## src/rtl/cfg_pkg.sv

```systemverilog
// ---------------------------------------------------------------------------
// cfg_pkg
// Shared definitions for the fx-bus configuration register bank.
//   FX_ADDR_W  : full fx address width (device id + byte address)
//   FX_DEV_LSB : lowest bit of the device id field
//   FX_DEV_W   : width of the device id field
//   FX_BYTE_W  : width of the byte address field
// Helper functions split an fx address into device hit, register index and
// byte lane for a given register width in bytes.
// ---------------------------------------------------------------------------
package cfg_pkg;

   localparam int FX_ADDR_W  = 22;
   localparam int FX_DEV_LSB = 16;
   localparam int FX_DEV_W   = 6;
   localparam int FX_BYTE_W  = 16;

   // True when the device id field of the address matches this board.
   function automatic logic dev_hit(input logic [FX_ADDR_W-1:0] addr,
                                    input logic [FX_DEV_W-1:0]  dev);
      return addr[FX_DEV_LSB +: FX_DEV_W] == dev;
   endfunction

   // Byte address field of an fx address.
   function automatic logic [FX_BYTE_W-1:0] byte_addr(input logic [FX_ADDR_W-1:0] addr);
      return addr[FX_BYTE_W-1:0];
   endfunction

   // Register index: byte address divided by the register width in bytes.
   function automatic logic [FX_BYTE_W-1:0] reg_index(input logic [FX_BYTE_W-1:0] baddr,
                                                      input int unsigned          reg_bytes);
      return baddr / FX_BYTE_W'(reg_bytes);
   endfunction

   // Byte lane within the register; register widths never exceed 8 bytes.
   function automatic logic [2:0] byte_lane(input logic [FX_BYTE_W-1:0] baddr,
                                            input int unsigned          reg_bytes);
      return 3'(baddr % FX_BYTE_W'(reg_bytes));
   endfunction

endpackage

```

## src/rtl/cfg_rd_snap.sv

```systemverilog
// ---------------------------------------------------------------------------
// cfg_rd_snap
// Read side of the register bank. A lane-0 read captures the whole register
// into a snapshot so that the remaining lanes of a multi-byte read come from
// one coherent value even if the source changes in between.
// Ports:
//   clk_sys, rst_n : clock, asynchronous active-low reset
//   rd_en          : fx read strobe (one byte per high cycle)
//   rd_sel         : strobe addresses this device and an existing register
//   rd_idx         : register index of the read
//   rd_lane        : byte lane of the read
//   rd_value       : current full value of the indexed register
//   fx_q           : registered read byte, held until the next strobe
// ---------------------------------------------------------------------------
module cfg_rd_snap
   import cfg_pkg::*;
#(
   parameter int REG_BYTES = 4
) (
   input  logic                   clk_sys,
   input  logic                   rst_n,
   input  logic                   rd_en,
   input  logic                   rd_sel,
   input  logic [FX_BYTE_W-1:0]   rd_idx,
   input  logic [2:0]             rd_lane,
   input  logic [REG_BYTES*8-1:0] rd_value,
   output logic [7:0]             fx_q
);

   logic [REG_BYTES*8-1:0] snap;
   logic [FX_BYTE_W-1:0]   snap_idx;

   // A miss returns zero so several boards can share the bus by wired-OR.
   // Upper lanes only come from the snapshot when they belong to the same
   // register that the last lane-0 read captured; otherwise they read zero.
   always_ff @(posedge clk_sys or negedge rst_n) begin
      if (!rst_n) begin
         snap     <= '0;
         snap_idx <= '0;
         fx_q     <= '0;
      end else if (rd_en) begin
         if (!rd_sel) begin
            fx_q <= '0;
         end else if (rd_lane == 3'd0) begin
            snap     <= rd_value;
            snap_idx <= rd_idx;
            fx_q     <= rd_value[7:0];
         end else if (rd_idx == snap_idx) begin
            fx_q <= snap[rd_lane*8 +: 8];
         end else begin
            fx_q <= '0;
         end
      end
   end

endmodule

```

## src/rtl/cfg_regbank.sv

```systemverilog
// ---------------------------------------------------------------------------
// cfg_regbank
// NREG writable configuration registers plus NSTAT read-only status
// registers on the fx bus, each REG_BYTES wide. Lower lanes of a write go
// into one shared staging buffer; writing the top lane commits the whole
// register at once and pulses its cfg_upd bit for one cycle.
// Optional build macro: CFG_REG_SELFCLR_EN -- bits of register 0 set in
// SELFCLR_MASK clear themselves one cycle after the commit that set them.
// Ports:
//   clk_sys, rst_n     : clock, asynchronous active-low reset
//   dev_id             : device id of this board
//   fx_waddr/wr/data   : write address, strobe, data byte
//   fx_raddr/rd        : read address, strobe
//   fx_q               : registered read byte
//   stat_in            : status register values, register k at slice k
//   cfg_out            : committed configuration values
//   cfg_upd            : one-cycle commit pulse per register
// ---------------------------------------------------------------------------
module cfg_regbank
   import cfg_pkg::*;
#(
   parameter int                   NREG         = 16,
   parameter int                   NSTAT        = 4,
   parameter int                   REG_BYTES    = 4,
   parameter logic [REG_BYTES*8-1:0] SELFCLR_MASK = '0
) (
   input  logic                         clk_sys,
   input  logic                         rst_n,
   input  logic [FX_DEV_W-1:0]          dev_id,
   input  logic [FX_ADDR_W-1:0]         fx_waddr,
   input  logic                         fx_wr,
   input  logic [7:0]                   fx_data,
   input  logic [FX_ADDR_W-1:0]         fx_raddr,
   input  logic                         fx_rd,
   output logic [7:0]                   fx_q,
   input  logic [NSTAT*REG_BYTES*8-1:0] stat_in,
   output logic [NREG*REG_BYTES*8-1:0]  cfg_out,
   output logic [NREG-1:0]              cfg_upd
);

   localparam int RW = REG_BYTES * 8;
   localparam int SW = (REG_BYTES > 1) ? (REG_BYTES - 1) * 8 : 8;

   // With the feature off the mask is forced to zero, so the clear path
   // below never changes anything and every bit holds until rewritten.
`ifdef CFG_REG_SELFCLR_EN
   localparam logic [RW-1:0] CLR_MASK = SELFCLR_MASK;
`else
   localparam logic [RW-1:0] CLR_MASK = SELFCLR_MASK & '0;
`endif

   logic [FX_BYTE_W-1:0] w_idx;
   logic [2:0]           w_lane;
   logic                 w_cfg;
   logic                 w_commit;
   logic [SW-1:0]        staging;
   logic [RW-1:0]        commit_val;

   logic [FX_BYTE_W-1:0] r_idx;
   logic [2:0]           r_lane;
   logic                 r_sel;
   logic [RW-1:0]        r_value;

   assign w_idx    = reg_index(byte_addr(fx_waddr), REG_BYTES);
   assign w_lane   = byte_lane(byte_addr(fx_waddr), REG_BYTES);
   assign w_cfg    = fx_wr && dev_hit(fx_waddr, dev_id) && (w_idx < FX_BYTE_W'(NREG));
   assign w_commit = w_cfg && (w_lane == 3'(REG_BYTES - 1));

   // Single-byte registers have no staging; every write commits directly.
   generate
      if (REG_BYTES == 1) begin : g_commit_narrow
         assign commit_val = fx_data;
      end else begin : g_commit_wide
         assign commit_val = {fx_data, staging};
      end
   endgenerate

   // Write side: staging fills from lower lanes and is never cleared by a
   // commit, so a later top-lane-only write reuses the last staged bytes.
   // The commit assignment comes after the self-clear so that a back-to-back
   // commit to register 0 takes its new value rather than being cleared.
   always_ff @(posedge clk_sys or negedge rst_n) begin
      if (!rst_n) begin
         cfg_out <= '0;
         cfg_upd <= '0;
         staging <= '0;
      end else begin
         cfg_upd <= '0;
         if (cfg_upd[0]) begin
            cfg_out[RW-1:0] <= cfg_out[RW-1:0] & ~CLR_MASK;
         end
         if (w_cfg && (w_lane < 3'(REG_BYTES - 1))) begin
            staging[w_lane*8 +: 8] <= fx_data;
         end
         for (int r = 0; r < NREG; r++) begin
            if (w_commit && (w_idx == FX_BYTE_W'(r))) begin
               cfg_out[r*RW +: RW] <= commit_val;
               cfg_upd[r]          <= 1'b1;
            end
         end
      end
   end

   assign r_idx  = reg_index(byte_addr(fx_raddr), REG_BYTES);
   assign r_lane = byte_lane(byte_addr(fx_raddr), REG_BYTES);
   assign r_sel  = dev_hit(fx_raddr, dev_id) && (r_idx < FX_BYTE_W'(NREG + NSTAT));

   // Current value of the register being read: config registers first, then
   // status registers; the pre-edge cfg_out gives pre-commit data on a
   // same-cycle write and read.
   always_comb begin
      r_value = '0;
      for (int r = 0; r < NREG; r++) begin
         if (r_idx == FX_BYTE_W'(r)) begin
            r_value = cfg_out[r*RW +: RW];
         end
      end
      for (int s = 0; s < NSTAT; s++) begin
         if (r_idx == FX_BYTE_W'(NREG + s)) begin
            r_value = stat_in[s*RW +: RW];
         end
      end
   end

   cfg_rd_snap #(
      .REG_BYTES (REG_BYTES)
   ) u_rd_snap (
      .clk_sys  (clk_sys),
      .rst_n    (rst_n),
      .rd_en    (fx_rd),
      .rd_sel   (r_sel),
      .rd_idx   (r_idx),
      .rd_lane  (r_lane),
      .rd_value (r_value),
      .fx_q     (fx_q)
   );

endmodule

```

## config.mk

```make
export PLATFORM = sky130hd
export DESIGN_NAME = cfg_regbank
export DESIGN_NICKNAME = d
export VERILOG_FILES = /design/src/rtl/cfg_pkg.sv /design/src/rtl/cfg_rd_snap.sv /design/src/rtl/cfg_regbank.sv
export SDC_FILE = /design/constraint.sdc
export NUM_CORES = 1
export LEC_CHECK = 0
export CORE_AREA = 2 2 280 282
export DETAILED_ROUTE_END_ITERATION = 6
export DIE_AREA = 0 0 282 284
export SYNTH_ARGS = -nofsm -noshare
export SYNTH_HDL_FRONTEND = slang
export SYNTH_SLANG_ARGS = --single-unit
```

## constraint.sdc

```tcl
create_clock -name clk_sys -period 3.2 [get_ports clk_sys]
set_input_delay 0.64 -clock clk_sys [delete_from_list [all_inputs] [get_ports clk_sys]]
set_output_delay 0.64 -clock clk_sys [all_outputs]
set_load 0.02 [all_outputs]
```

# --- Yosys cells after proc, flatten, opt, wreduce, memory -nomap -nowiden ---
# Index checks and enable logic that the tools add are counted.
totals:
  ff_bits: 606
  inputBits: 190
  out_inout_bits: 536
  wordCells: 131
classes:
  add_sub_neg: 1
  n_lt_le_gt_ge: 3
  eq_ne: 38
  shifts: 3
  mux: 40
  reduce_logical: 25
op_table:
  columns: ["cell", "n"]
  rows:
  - ["$mux 32", 20]
  - ["$eq 14x4->1 const B", 16]
  - ["$eq 14x3->1 const B", 8]
  - ["$eq 14x2->1 const B", 4]
  - ["$eq 14x5->1 const B", 4]
  - ["$neg 5->34", 1]
  - ["$shift 8x34->24 const A", 1]
  - ["$shiftx 8x34->24", 1]
  - ["$logic_not 16->1", 2]
  - ["$shiftx 32x6->8", 1]
  - ["$eq 14x1->1 const B", 2]
  - ["$lt 14x5->1 const B", 2]
  - ["$bwmux 24", 1]
  - ["$mux 8", 3]
  - ["$logic_and 1x1->1", 21]
  - ["$mux 1", 16]
  - ["$eq 14x14->1", 1]
  - ["$eq 6x6->1", 2]
  - ["$logic_not 3->1", 1]
  - ["$reduce_and 3->1", 1]
  - ["$eq 2x2->1 const B", 1]
  - ["$lt 2x2->1 const B", 1]

# --- Longest topological paths before layout ---
# Gate-level depths: netlist of the first run.
logic_depth:
  word_depth: 23
  ltp_mapped: 11
  mapped_depth_nobuf: 8

# --- Hierarchy ---
# Synthesis of the first run repeated with hierarchy kept, for this count alone.
unflattened:
  cells_unflattened: 2853
  area_unflattened_um2: 29972.5
by_module_without_submodules:
  columns: ["module", "instances", "cells_per_inst", "area_each_um2", "seq_area_each_um2"]
  rows:
  - ["cfg_regbank", 1, 2676, 27268.7, 13813.2]
  - ["cfg_rd_snap", 1, 177, 2703.8, 1401.3]

# --- Least setup slack after synthesis of the first run ---
# No wires, ideal clock.
synth_timing:
  path_type: "input-to-reg"
  start: "input fx_waddr[11]"
  end: "register cfg_out[66]"
  setup_time_ns: 0.125
  arrival_ns: 2.719
  t_required_ns: 3.075
  path_slack_ns: 0.356
  path_stages: 9
  path_buffers: 3
  path_cell_list: "or4_4 > nor4_4 > and3_1 > buf_4 > nand2_2 > or3_1 > buf_2 > buf_6 > mux2_4"
synth_via:
  elab_chain_cells: 4
  elab_cells_between_ends: 5
  cone_classes: "order compare (1); eq/ne (1); reduce/logical (3)"
synth_lines:
  columns: ["element", "line_no", "source"]
  rows:
  - ["start, declared", "cfg_regbank.sv:30", "input logic [FX_ADDR_W-1:0] fx_waddr,"]
  - ["$lt 14x5->1", "cfg_regbank.sv:66", "assign w_cfg = fx_wr && dev_hit(fx_waddr, dev_id) && (w_idx < FX_BYTE_W'(NREG));"]
  - ["$logic_and 1x1->1", "cfg_regbank.sv:66", null]
  - ["$logic_and 1x1->1", "cfg_regbank.sv:67", "assign w_commit = w_cfg && (w_lane == 3'(REG_BYTES - 1));"]
  - ["$logic_and 1x1->1 *", "cfg_regbank.sv:96", "if (w_commit && (w_idx == FX_BYTE_W'(r))) begin"]
  - ["end signal, assigned by index", "cfg_regbank.sv:90", "cfg_out[RW-1:0] <= cfg_out[RW-1:0] & ~CLR_MASK;"]
  - ["end signal, assigned by index", "cfg_regbank.sv:97", "cfg_out[r*RW +: RW] <= commit_val;"]
  - ["end, declared", "cfg_regbank.sv:37", "output logic [NREG*REG_BYTES*8-1:0] cfg_out,"]
# Every way passes the cells marked *; elsewhere a longest branch is shown, timed or not.
# A chain may end at the register's enable or synchronous reset.

# --- Final worst setup path of the first run ---
layout_timing:
  start: "input fx_raddr[13]"
  end: "register u_rd_snap.snap[28]"
layout_via:
  elab_chain_cells: 21
  elab_cells_between_ends: 43
  cone_classes: "order compare (1); eq/ne (19); mux (20); reduce/logical (3)"
layout_lines:
  columns: ["element", "line_no", "source"]
  rows:
  - ["start, declared", "cfg_regbank.sv:33", "input logic [FX_ADDR_W-1:0] fx_raddr,"]
  - ["$logic_not 16->1", "cfg_regbank.sv:114", "if (r_idx == FX_BYTE_W'(r)) begin"]
  - ["$mux 32 (16 in series)", "cfg_regbank.sv:114", null]
  - ["$mux 32 (4 in series)", "cfg_regbank.sv:119", "if (r_idx == FX_BYTE_W'(NREG + s)) begin"]
  - ["end signal, assigned", "cfg_rd_snap.sv:45", "snap <= rd_value;"]
  - ["end, declared", "cfg_rd_snap.sv:30", "logic [REG_BYTES*8-1:0] snap;"]
# Parallel ways exist; a longest one is shown, timed or not.

==> key figures, run 1 <==
Run status
  – Status: finished clean

Route
  – Wirelength, routed: around 160000 um
  – Routed WL per cell: 35.6 um
  – ANT nets after route: 0
  – Via density: 6.09
  – Via count: approximately 28000
  – DR iter-0 viols: approximately 3400
  – DR DRC count: 0
  – First-pass DRT Iterations: 7

Global route
  – Global-route met1 utilization: 0.514
  – Total track usage: 0.398
  – Global-route wire length before repair: between 200000 and 250000 um
  – Vias in the first global route: between 20000 and 30000
  – Pin count of the biggest net entering global routing: between 100 and 150
  – GR peak layer: met2
  – Initial antenna violation count: 6
  – Global routing usage on met3: 0.112
  – Final global-route overflow total: 0
  – Met2 Track Usage GR: 0.619

Die
  – Io pins: roughly 730
  – Core area: roughly 77000 um2
  – Area of the die: around 80000 um2
  – Initial Util: 0.377
  – Site Rows: approximately 100
  – Die height: roughly 280 um
  – Die W: about 280 um

Synthesis
  – Seq/Total Area, Yosys: 0.522
  – Asr flop ratio synth: 1.00
  – Yosys reg bits: between 600 and 700
  – Yosys warns: 0
  – Synth top area cells: dfrtp_1 52%, mux2_2 19%, nand2_1 2.1%, o21ai_0 2.0%, a22oi_1 1.9%
  – Synth top cells by count: 606 x dfrtp_1, 498 x mux2_2, 164 x nand2_1
  – Cell type with the largest total area after synthesis: dfrtp_1
  – Synth Cell Area: ~29000 um2
  – Cell variety after synth: 82
  – Mapped Cells: about 2400
  – Post-synth top area share: 0.522
  – Post-synth EDFFs: 0
  – Syn_area_per_cell: roughly 12 um2
  – Main synth FF type: dfrtp_1
  – Syn_nets: 2620
  – Most frequent cell after synthesis: dfrtp_1

Critical path
  – Setup crit end kind: register
  – CP peak stage delay: 630 ps
  – FF-to-FF path depth: 8
  – Flop2flop setup slack: between 900 and 1000 ps
  – Crit path DAT: approximately 3700 ps
  – CP Cell Sequence: clkdlybuf4s50_1 > or4_4 > buf_4 > nor2_1 > buf_4 > nand2_2 > buf_4 > buf_4 > o22ai_1 > nor4_1 > o21ai_1 > a311o_1 > nand3_1
  – Worst setup path category: in2reg
  – Most frequent CP cell: buf_4
  – Kind of start point of the critical path: primary input
  – Worst path slowest cell: or4_4
  – Reg-to-Reg End: u_rd_snap.fx_q[5]$_DFFE_PN0P_
  – R2R Path Start: cfg_out[37]$_DFFE_PN0P_
  – CP required: around 3700 ps
  – Crit path max fanout: 9

Power
  – Combinational share of power: 0.061
  – Switching power: between 0.004 and 0.005 W
  – Leakage: slightly below 20 nW
  – Clock share of power: 0.485
  – Pwr Density: 390 nW/um2
  – Pint: between 0.01 and 0.015 W
  – Maximum vdd drop: approximately 0.00028 V
  – Part of the power in registers: 0.455
  – Switching Share: 0.241

Timing
  – Final Critical Period: about 3200 ps
  – RSZ-0062 raised after global routing: no
  – Final cycle utilization of the critical path: 0.992
  – Worst-margin pin slew: 1190 ps
  – Final Max Slew Viols: 0
  – Final Skew: ~26 ps
  – Fmax: about 0.32 GHz
  – Relative slew slack: 0.203
  – Setup violations, final: 0
  – Endpoints failing hold: 0
  – WHS: between 400 and 500 ps

CTS
  – Sink Count: around 600
  – Depth of the CTS H-tree: 3
  – Worst-path clk slew: about 60 ps
  – Clock Latency Late Sink: ~630 ps
  – Total CTS buffers: 70
  – CTS root buf: clkbuf_16
  – CTS tree: built
  – Maximum root-to-sink buffer count: 3

Worst hold path
  – Worst hold start: u_rd_snap.snap[24]$_DFFE_PN0P_
  – WHS Path Cells: 2
  – Hold endpoint: u_rd_snap.snap[24]$_DFFE_PN0P_
  – Hold Path Class: reg2reg

Final layout
  – Fin cells: 4559
  – Layout cells sized above 1: 0.329
  – Fin nets: 3656
  – Area growth syn-to-layout: 48.9%
  – Final core occ: 0.562

Place
  – HPWL after DPL: roughly 120000 um
  – Routability cong.: between 1 and 1.5
  – PortBufs: 725
  – DP Cell Count: between 4000 and 5000

Job
  – Number of max-cap violations: 0
cell type report:
type,instances,area [um2]
Fill cell,6676,33700
Sequential cell,606,15200
Multi-Input combinational cell,1616,13100
Timing Repair Buffer,1158,11300
Clock buffer,106,2090
Tap cell,1040,1300
Clock inverter,21,226
Inverter,9,33.8
Antenna cell,3,7.51
through the flow:
step	TNS [ps]	setup slack, ps	total power, W	area [um2]
after floorplan	0	356	0.00804	29100
after global placement	-111890	-1170	0.00880	40800
after detailed placement	-128640	-1130	0.00880	40800
after CTS	0	13.3	0.0169	43200
after global routing	0	0.0511	0.0173	43200
final	0	26.2	0.0169	43200
power groups by stage:
stage	clock [W]	combinational [W]	sequential, W
floorplan	0	0.000239	0.00781
global placement	0	0.000996	0.00780
detailed placement	0	0.00100	0.00780
CTS	0.00820	0.00101	0.00766
global route	0.00853	0.00107	0.00766
finish	0.00817	0.00102	0.00766
kinds of logic (layout without fill, tap and decap cells):
family | Yosys count | after routing | synth area share
AOI/OAI and AO/OA | 534 | 534 | 0.125
muxes | 560 | 560 | 0.224
DFF | 606 | 606 | 0.522
buffers and inverters | 203 | 1294 | 0.0322
xor gates and xnor gates | 26 | 26 | 0.00784
other | 0 | 3 | 0
adders and majority gates | 5 | 5 | 0.00215
and+or+nand+nor | 491 | 491 | 0.0862
flip-flops by register name, summed over array words and instances (netlist names):
register,cells
cfg_out,512
u_rd_snap.snap,32
staging,24
cfg_upd,16
u_rd_snap.snap_idx,14
u_rd_snap.fx_q,8
what timing repair did:
| action | 4_1_cts | 5_1_grt |
|---|---|---|
| pin swaps | 0 | 9 |
| endpoints found under the setup margin | 24 | 35 |
| buffers inserted | 0 | 1 |
| endpoints found under the hold margin | 31 | 0 |
| resized for setup | 11 | 22 |
| hold buffers | 1 | 0 |
cell usage in the layout (no fill, tap or decap), drive strengths merged, types with 10 or more instances in the layout:
cell type / instances
nor4: 18
and2: 17
mux2i: 18
a222oi: 26
nand2b: 13
a2111oi: 10
clkdlybuf4s50: 718
a22o: 19
o221ai: 13
a221oi: 21
nor3: 31
dfrtp: 606
nand2: 166
nand3: 37
xor2: 13
buf: 435
a21o: 13
inv: 13
mux4: 11
xnor2: 13
o22ai: 58
a211oi: 15
clkinv: 13
mux2: 531
a22oi: 72
clkbuf: 106
nand4: 19
nor2: 120
and3: 16
or3: 14
nor2b: 14
a31oi: 10
o21ai: 126
a21oi: 84
worst max-delay path by stage:
stage                     cells past startpoint                             end         start  slack, ps
after floorplan                               9         cfg_out[66]$_DFFE_PN0P_  fx_waddr[11]        360
after global placement                       11  u_rd_snap.snap[30]$_DFFE_PN0P_   fx_raddr[5]      -1170
after detailed placement                     11  u_rd_snap.snap[30]$_DFFE_PN0P_   fx_raddr[5]      -1130
after CTS                                    12  u_rd_snap.snap[12]$_DFFE_PN0P_   fx_raddr[4]         10
after global routing                         11  u_rd_snap.snap[26]$_DFFE_PN0P_  fx_raddr[10]       0.05
final                                        13  u_rd_snap.snap[28]$_DFFE_PN0P_  fx_raddr[13]         30
routing by layer:
metal / vias to the layer above / wire length, um
met2: 1877 / 73600
met1: 14400 / 62900
met4: 2 / 8240
met3: 401 / 17700
li1: 11100 / -
met5: - / 13
critical path, delay by kind of cell:
kind,cells,cell delay [ps]
buffers and inverters,5,1250
and+or+nand+nor,5,1050
AOI/OAI and AO/OA,3,730
No activity file was read; power rests on OpenSTA's default activity.
==> inputs of run 2 (changes only) <==
- GPL_ROUTABILITY_DRIVEN: not set -> 0
==> run 2 against run 1 <==
Effect of this change: the run now ends with design-rule violations, negative setup slack left; final cell count grew 0.18%; count of clock-buffer cells in the layout down 10; maximum frequency shrank 4.1%; via count is 1.6% higher; largest cell class unchanged.
==> key figures, run 2 (same netlist as run 1, synthesis figures left out) <==
Critical path
  – Worst setup path category: in2reg
  – CP Cell Sequence: clkdlybuf4s50_1 > buf_4 > nor4_4 > nand2_1 > or3_4 > buf_4 > o21ai_1 > a211o_1 > o221ai_1 > a211o_1
  – Flop2flop setup slack: 830 ps (-110 ps)
  – Reg-to-Reg End: u_rd_snap.fx_q[7]$_DFFE_PN0P_
  – Kind of start point of the critical path: primary input
  – R2R Path Start: cfg_out[295]$_DFFE_PN0P_
  – Crit path DAT: 3810 ps (+140 ps)
  – Setup crit end kind: register
  – CP peak stage delay: 510 ps (-120 ps)
  – Crit path max fanout: 7 (-2)
  – FF-to-FF path depth: 7 (-1)
  – CP required: 3700 ps (about the same)
  – Worst path slowest cell: or3_4

Route
  – Via density: 6.18 (+1.4%)
  – Via count: 28200 (+1.6%)
  – ANT nets after route: 0 (unchanged)
  – DR iter-0 viols: 3637 (+6.8%)
  – First-pass DRT Iterations: 7 (unchanged)
  – DR DRC count: 7 (+7)
  – Wirelength, routed: 161000 um (-0.77%)
  – Routed WL per cell: 35.3 um (-0.95%)

Global route
  – Final global-route overflow total: 0 (unchanged)
  – Global-route wire length before repair: 222000 um (-0.43%)
  – Pin count of the biggest net entering global routing: 91 (-20%)
  – Global routing usage on met3: 0.150 (+0.0380)
  – Met2 Track Usage GR: 0.610 (-0.00995)
  – Total track usage: 0.394 (-0.00439)
  – Global-route met1 utilization: 0.480 (-0.0337)
  – Vias in the first global route: 28500 (+2.0%)
  – Initial antenna violation count: 12 (+6)
  – GR peak layer: met2

CTS
  – Clock Latency Late Sink: 630 ps (about the same)
  – Depth of the CTS H-tree: 3 (unchanged)
  – CTS tree: built
  – Sink Count: 606 (unchanged)
  – Worst-path clk slew: 60 ps (about the same)
  – Maximum root-to-sink buffer count: 3 (unchanged)
  – Total CTS buffers: 70 (unchanged)
  – CTS root buf: clkbuf_16

Place
  – PortBufs: 725 (unchanged)
  – HPWL after DPL: 124000 um (-0.70%)

Run status
  – Status: finished, violations left
  – Failing checks: design-rule violations, negative setup slack

Power
  – Leakage: 20.0 nW (+0.49%)
  – Pwr Total: 0.0175 W (+3.5%)
  – Maximum vdd drop: 0.000340 V (+22%)
  – Pwr Density: 402 nW/um2 (+3.1%)

Worst hold path
  – Hold endpoint: u_rd_snap.snap[6]$_DFFE_PN0P_
  – Hold Path Class: reg2reg
  – WHS Path Cells: 2 (unchanged)
  – Worst hold start: u_rd_snap.snap[6]$_DFFE_PN0P_

Timing
  – Setup violations, final: 3 (+3)
  – Final Critical Period: 3310 ps (+136 ps)
  – Fmax: 0.302 GHz (-4.1%)
  – Endpoints failing hold: 0 (unchanged)
  – Final Max Slew Viols: 0 (unchanged)
  – Setup ws final: -110 ps (-136 ps)
  – WHS: 471 ps (-10.4 ps)
  – Final cycle utilization of the critical path: 1.03 (+0.0424)
  – Final Skew: 19.8 ps (-5.95 ps)
  – Relative slew slack: 0.299 (+0.0955)
  – Worst-margin pin slew: 1050 ps (-142 ps)

Final layout
  – Most common cell after layout, fill and taps aside: clkdlybuf4s50_1
  – Largest registers: cfg_out (512), u_rd_snap.snap (32), staging (24)
  – Area growth syn-to-layout: 49.5%
  – Most frequent cells in the layout: 722 x clkdlybuf4s50_1, 606 x dfrtp_1, 498 x mux2_2
  – Reg with most FFs: cfg_out
  – Max reg flops: 512 (unchanged)
  – Fin nets: 3661 (+0.14%)
  – Layout cells sized above 1: 0.331 (+0.00237)

Job
  – Number of max-cap violations: 0 (unchanged)

Die
  – Initial Util: 0.377 (unchanged)
  – Core area: 77000 um2 (unchanged)
  – Area of the die: 80100 um2 (unchanged)
  – Site Rows: 102 (unchanged)
  – Io pins: 726 (unchanged)
  – Die height: 284 um (unchanged)
  – Die W: 282 um (unchanged)
-- run 2: cell types whose count changed in the layout (fill, tap and decap cells not counted), moves of 4 or more --
cell / before / now
clkinv_2: 10 / 14
clkdlybuf4s50_1: 718 / 722
clkbuf_8: 18 / 13
nor2_2: 8 / 12
bufinv_16: 2 / 10
buf_6: 4 / 0
buf_4: 368 / 377
clkbuf_1: 17 / 9
-- run 2: critical path: cells and delay by family --
family | cells | cell delay, ps
compound gates | 4 | 1220
simple gates | 3 | 1190
buf+inv | 3 | 760
-- run 2: stage by stage --
| step | setup WS, ps | instances | util | TNS, ps | instance area [um2] |
|---|---|---|---|---|---|
| final | -110 | 4567 | 0.564 | -141 | 43400 |
| after global routing | -18.8 | 4563 | 0.564 | -34.9 | 43400 |
| after CTS | 0.269 | 4558 | 0.563 | 0 | 43400 |
| after detailed placement | -775 | 4430 | 0.530 | -155240 | 40800 |
| after global placement | -824 | 4430 | 0.530 | -130170 | 40800 |
| after floorplan | 356 | 2425 | - | 0 | 29100 |
-- run 2: cell type report --
type                    count  area (um2)
clock inverters            31         447
flip-flops and latches    606       15200
diodes                      6        15.0
clock buffers              96        2060
well taps                1040        1300
fillers                  6493       33500
inverters                   9        33.8
multi-input cells        1616       13100
repair buffers           1163       11300
-- run 2: routing by layer --
layer	wire, um	vias up
met5	51	-
met4	9040	8
met3	21400	459
met2	72600	2150
met1	58100	14400
li1	-	11200
-- run 2: how the worst max path moves through the flow --
stage            startpoint                              to  cells after the start
2_1_floorplan  fx_waddr[11]         cfg_out[66]$_DFFE_PN0P_                      9
3_3_place_gp    fx_raddr[8]  u_rd_snap.snap[26]$_DFFE_PN0P_                     13
3_5_place_dp    fx_raddr[8]  u_rd_snap.snap[26]$_DFFE_PN0P_                     13
4_1_cts        fx_raddr[10]   u_rd_snap.fx_q[7]$_DFFE_PN0P_                     12
5_1_grt         fx_raddr[8]  u_rd_snap.snap[26]$_DFFE_PN0P_                     12
6_report       fx_raddr[11]   u_rd_snap.fx_q[5]$_DFFE_PN0P_                     10
-- run 2: timing repair --
item,4_1_cts,5_1_grt
setup endpoints to repair,5,32
hold buffers,1,0
resized for setup,5,15
pin swaps,0,4
setup buffers,0,3
gates cloned,0,0
hold endpoints to repair,11,0
-- run 2: report_power, final --
group,internal (W),total (W),switching [W]
clock network,0.00534,0.00878,0.00343
logic,0.000426,0.00101,0.000588
registers,0.00766,0.00766,0.000000136
==> inputs of run 3 (changes only) <==
- CORE_AREA: 2 2 280 282 -> 2 2 283 285
- DIE_AREA: 0 0 282 284 -> 0 0 285 287
- clock period: 3.2 -> 3.6 ns (I/O delays scaled with it)
==> run 3 against run 2 <==
Effect of this change: the run ends with design-rule violations left; via count is 1.1% lower; critical path depth decreased by 1; highest routed layer unchanged; utilization down 2.1 points; wire length increased by 0.24%; count of clock-buffer cells in the layout shrank 5.
==> key figures, run 3 (same netlist as run 1, synthesis figures left out) <==
Route
  – ANT nets after route: 0 (unchanged)
  – First-pass DRT Iterations: 6 (-1)
  – Via density: 6.19 (+0.19%)
  – Routed WL per cell: 35.9 um (+1.6%)
  – DR iter-0 viols: 3362 (-7.6%)
  – Wirelength, routed: 162000 um (+0.24%)
  – Via count: 27900 (-1.1%)
  – DR DRC count: 1 (-6)

CTS
  – Post-CTS resize count: 0 (-5)
  – Maximum root-to-sink buffer count: 3 (unchanged)
  – Hold Buf Count CTS: 0 (-1)
  – Depth of the CTS H-tree: 3 (unchanged)
  – Clock Latency Late Sink: 630 ps (about the same)
  – CTS root buf: clkbuf_16
  – CTS tree: built
  – Worst-path clk slew: 60 ps (about the same)
  – Setup bufs post-CTS: 0 (unchanged)
  – Total CTS buffers: 70 (unchanged)
  – Sink Count: 606 (unchanged)

Critical path
  – R2R Path Start: cfg_out[261]$_DFFE_PN0P_
  – Worst setup path category: in2reg
  – Crit path max fanout: 18 (+11)
  – Setup crit end kind: register
  – CP required: 4080 ps (+380 ps)
  – CP startpoint: fx_raddr[5]
  – Crit path DAT: 3990 ps (+180 ps)
  – Kind of start point of the critical path: primary input

Die
  – Area of the die: 81800 um2 (+2.1%)
  – Die height: 287 um (+1.1%)
  – Io pins: 726 (unchanged)
  – Site Rows: 103 (+0.98%)
  – Core area: 78600 um2 (+2.2%)
  – Initial Util: 0.370 (-0.00795)
  – Die W: 285 um (+1.1%)

Power
  – Pwr Total: 0.0153 W (-13%)
  – Leakage: 19.5 nW (-2.1%)
  – Pwr Density: 357 nW/um2 (-11%)
  – Maximum vdd drop: 0.000365 V (+7.3%)

Global route
  – Initial antenna violation count: 12 (unchanged)
  – Final global-route overflow total: 0 (unchanged)
  – Pin count of the biggest net entering global routing: 92 (+1.1%)
  – Global-route wire length before repair: 223000 um (+0.12%)
  – Vias in the first global route: 28500 (+0.032%)
  – Total track usage: 0.386 (-0.00807)

Worst hold path
  – Hold Path Class: in2async

Final layout
  – Area growth syn-to-layout: 47.2%
  – Final core occ: 0.544 (-0.0207)
  – Most frequent cells in the layout: 721 x clkdlybuf4s50_1, 606 x dfrtp_1, 498 x mux2_2
  – Largest registers: cfg_out (512), u_rd_snap.snap (32), staging (24)
  – Fin nets: 3598 (-1.7%)
  – Reg with most FFs: cfg_out
  – Layout cells sized above 1: 0.315 (-0.0164)
  – Most common cell after layout, fill and taps aside: clkdlybuf4s50_1
  – Max reg flops: 512 (unchanged)

Place
  – PortBufs: 725 (unchanged)
  – Setup WS pre-CTS: -535 ps (+240 ps)
  – HPWL after DPL: 123000 um (-0.84%)

Timing
  – Final Max Slew Viols: 0 (unchanged)
  – Endpoints failing hold: 0 (unchanged)
  – Setup violations, final: 0 (-3)
  – Final cycle utilization of the critical path: 0.977
  – Relative slew slack: 0.118 (-0.181)
  – Worst-margin pin slew: 1320 ps (+274 ps)
  – WHS: 71.1 ps (-400 ps)
  – Final TNS setup: 0 ps (+141 ps)
  – Final Critical Period: ~3500 ps
  – Fmax: 0.284 GHz
  – RSZ-0062 raised after global routing: no
  – Setup ws final: 83.5 ps (+193 ps)
  – Final Skew: 27.9 ps (+8.08 ps)

Job
  – Number of max-cap violations: 0 (unchanged)

Run status
  – Failing checks: design-rule violations
  – Status: finished, violations left
[run 3: changes by cell type in the layout (fill, tap and decap cells not counted), moves of 3 or more]
cell,delta
clkbuf_16,-3
clkbuf_8,-3
clkinv_2,-5
clkinv_8,+3
nor2_1,+3
buf_12,-5
buf_4,-57
[run 3: final cells by class]
type / count / area [um2]
fill: 6769 / 35900
sequential: 606 / 15200
multi-input combinational: 1616 / 13000
timing repair buffer: 1100 / 10800
clock buffer: 91 / 1950
tap: 1050 / 1310
clock inverter: 31 / 464
inverter: 9 / 33.8
antenna: 4 / 10.0
[run 3: worst paths after layout]
| kind | to | depth (start not counted) | slack, ps |
|---|---|---|---|
| hold reg to reg | u_rd_snap.snap[24]$_DFFE_PN0P_ | 2 | 490 |
| setup reg to reg | u_rd_snap.fx_q[5]$_DFFE_PN0P_ | 6 | 1230 |
| setup / recovery | u_rd_snap.snap[9]$_DFFE_PN0P_ | 9 | 80 |
| hold / removal | cfg_upd[7]$_DFF_PN0_ | 1 | 70 |
| max in group asynchronous | u_rd_snap.fx_q[6]$_DFFE_PN0P_ | 2 | 2490 |
| min in group clk_sys | u_rd_snap.snap[24]$_DFFE_PN0P_ | 2 | 490 |
[run 3: worst max-delay path: stages]
cell	delay, ps
clkdlybuf4s50_1	570
buf_4	230
nor2_2	290
o2111ai_1	230
or4_1	590
or2_2	500
buf_4	240
a21oi_1	490
o21ai_1	140
[run 3: report_power, final]
part | switching [W] | internal (W)
Combinational | 0.000519 | 0.000341
Sequential | 0.000000127 | 0.00681
Clock | 0.00308 | 0.00450
Total | 0.00360 | 0.0117
[run 3: metal layers]
layer  routed length, um  track usage
met5                  40            0
met4                9760        0.190
met3               20500        0.145
met2               72700        0.608
met1               58600        0.465
[run 3: stage by stage]
step           std cells  instance area, um2
6_report            4507               42700
5_1_grt             4504               42700
4_1_cts             4503               42700
3_5_place_dp        4381               40300
3_3_place_gp        4381               40300
2_1_floorplan       2425               29100
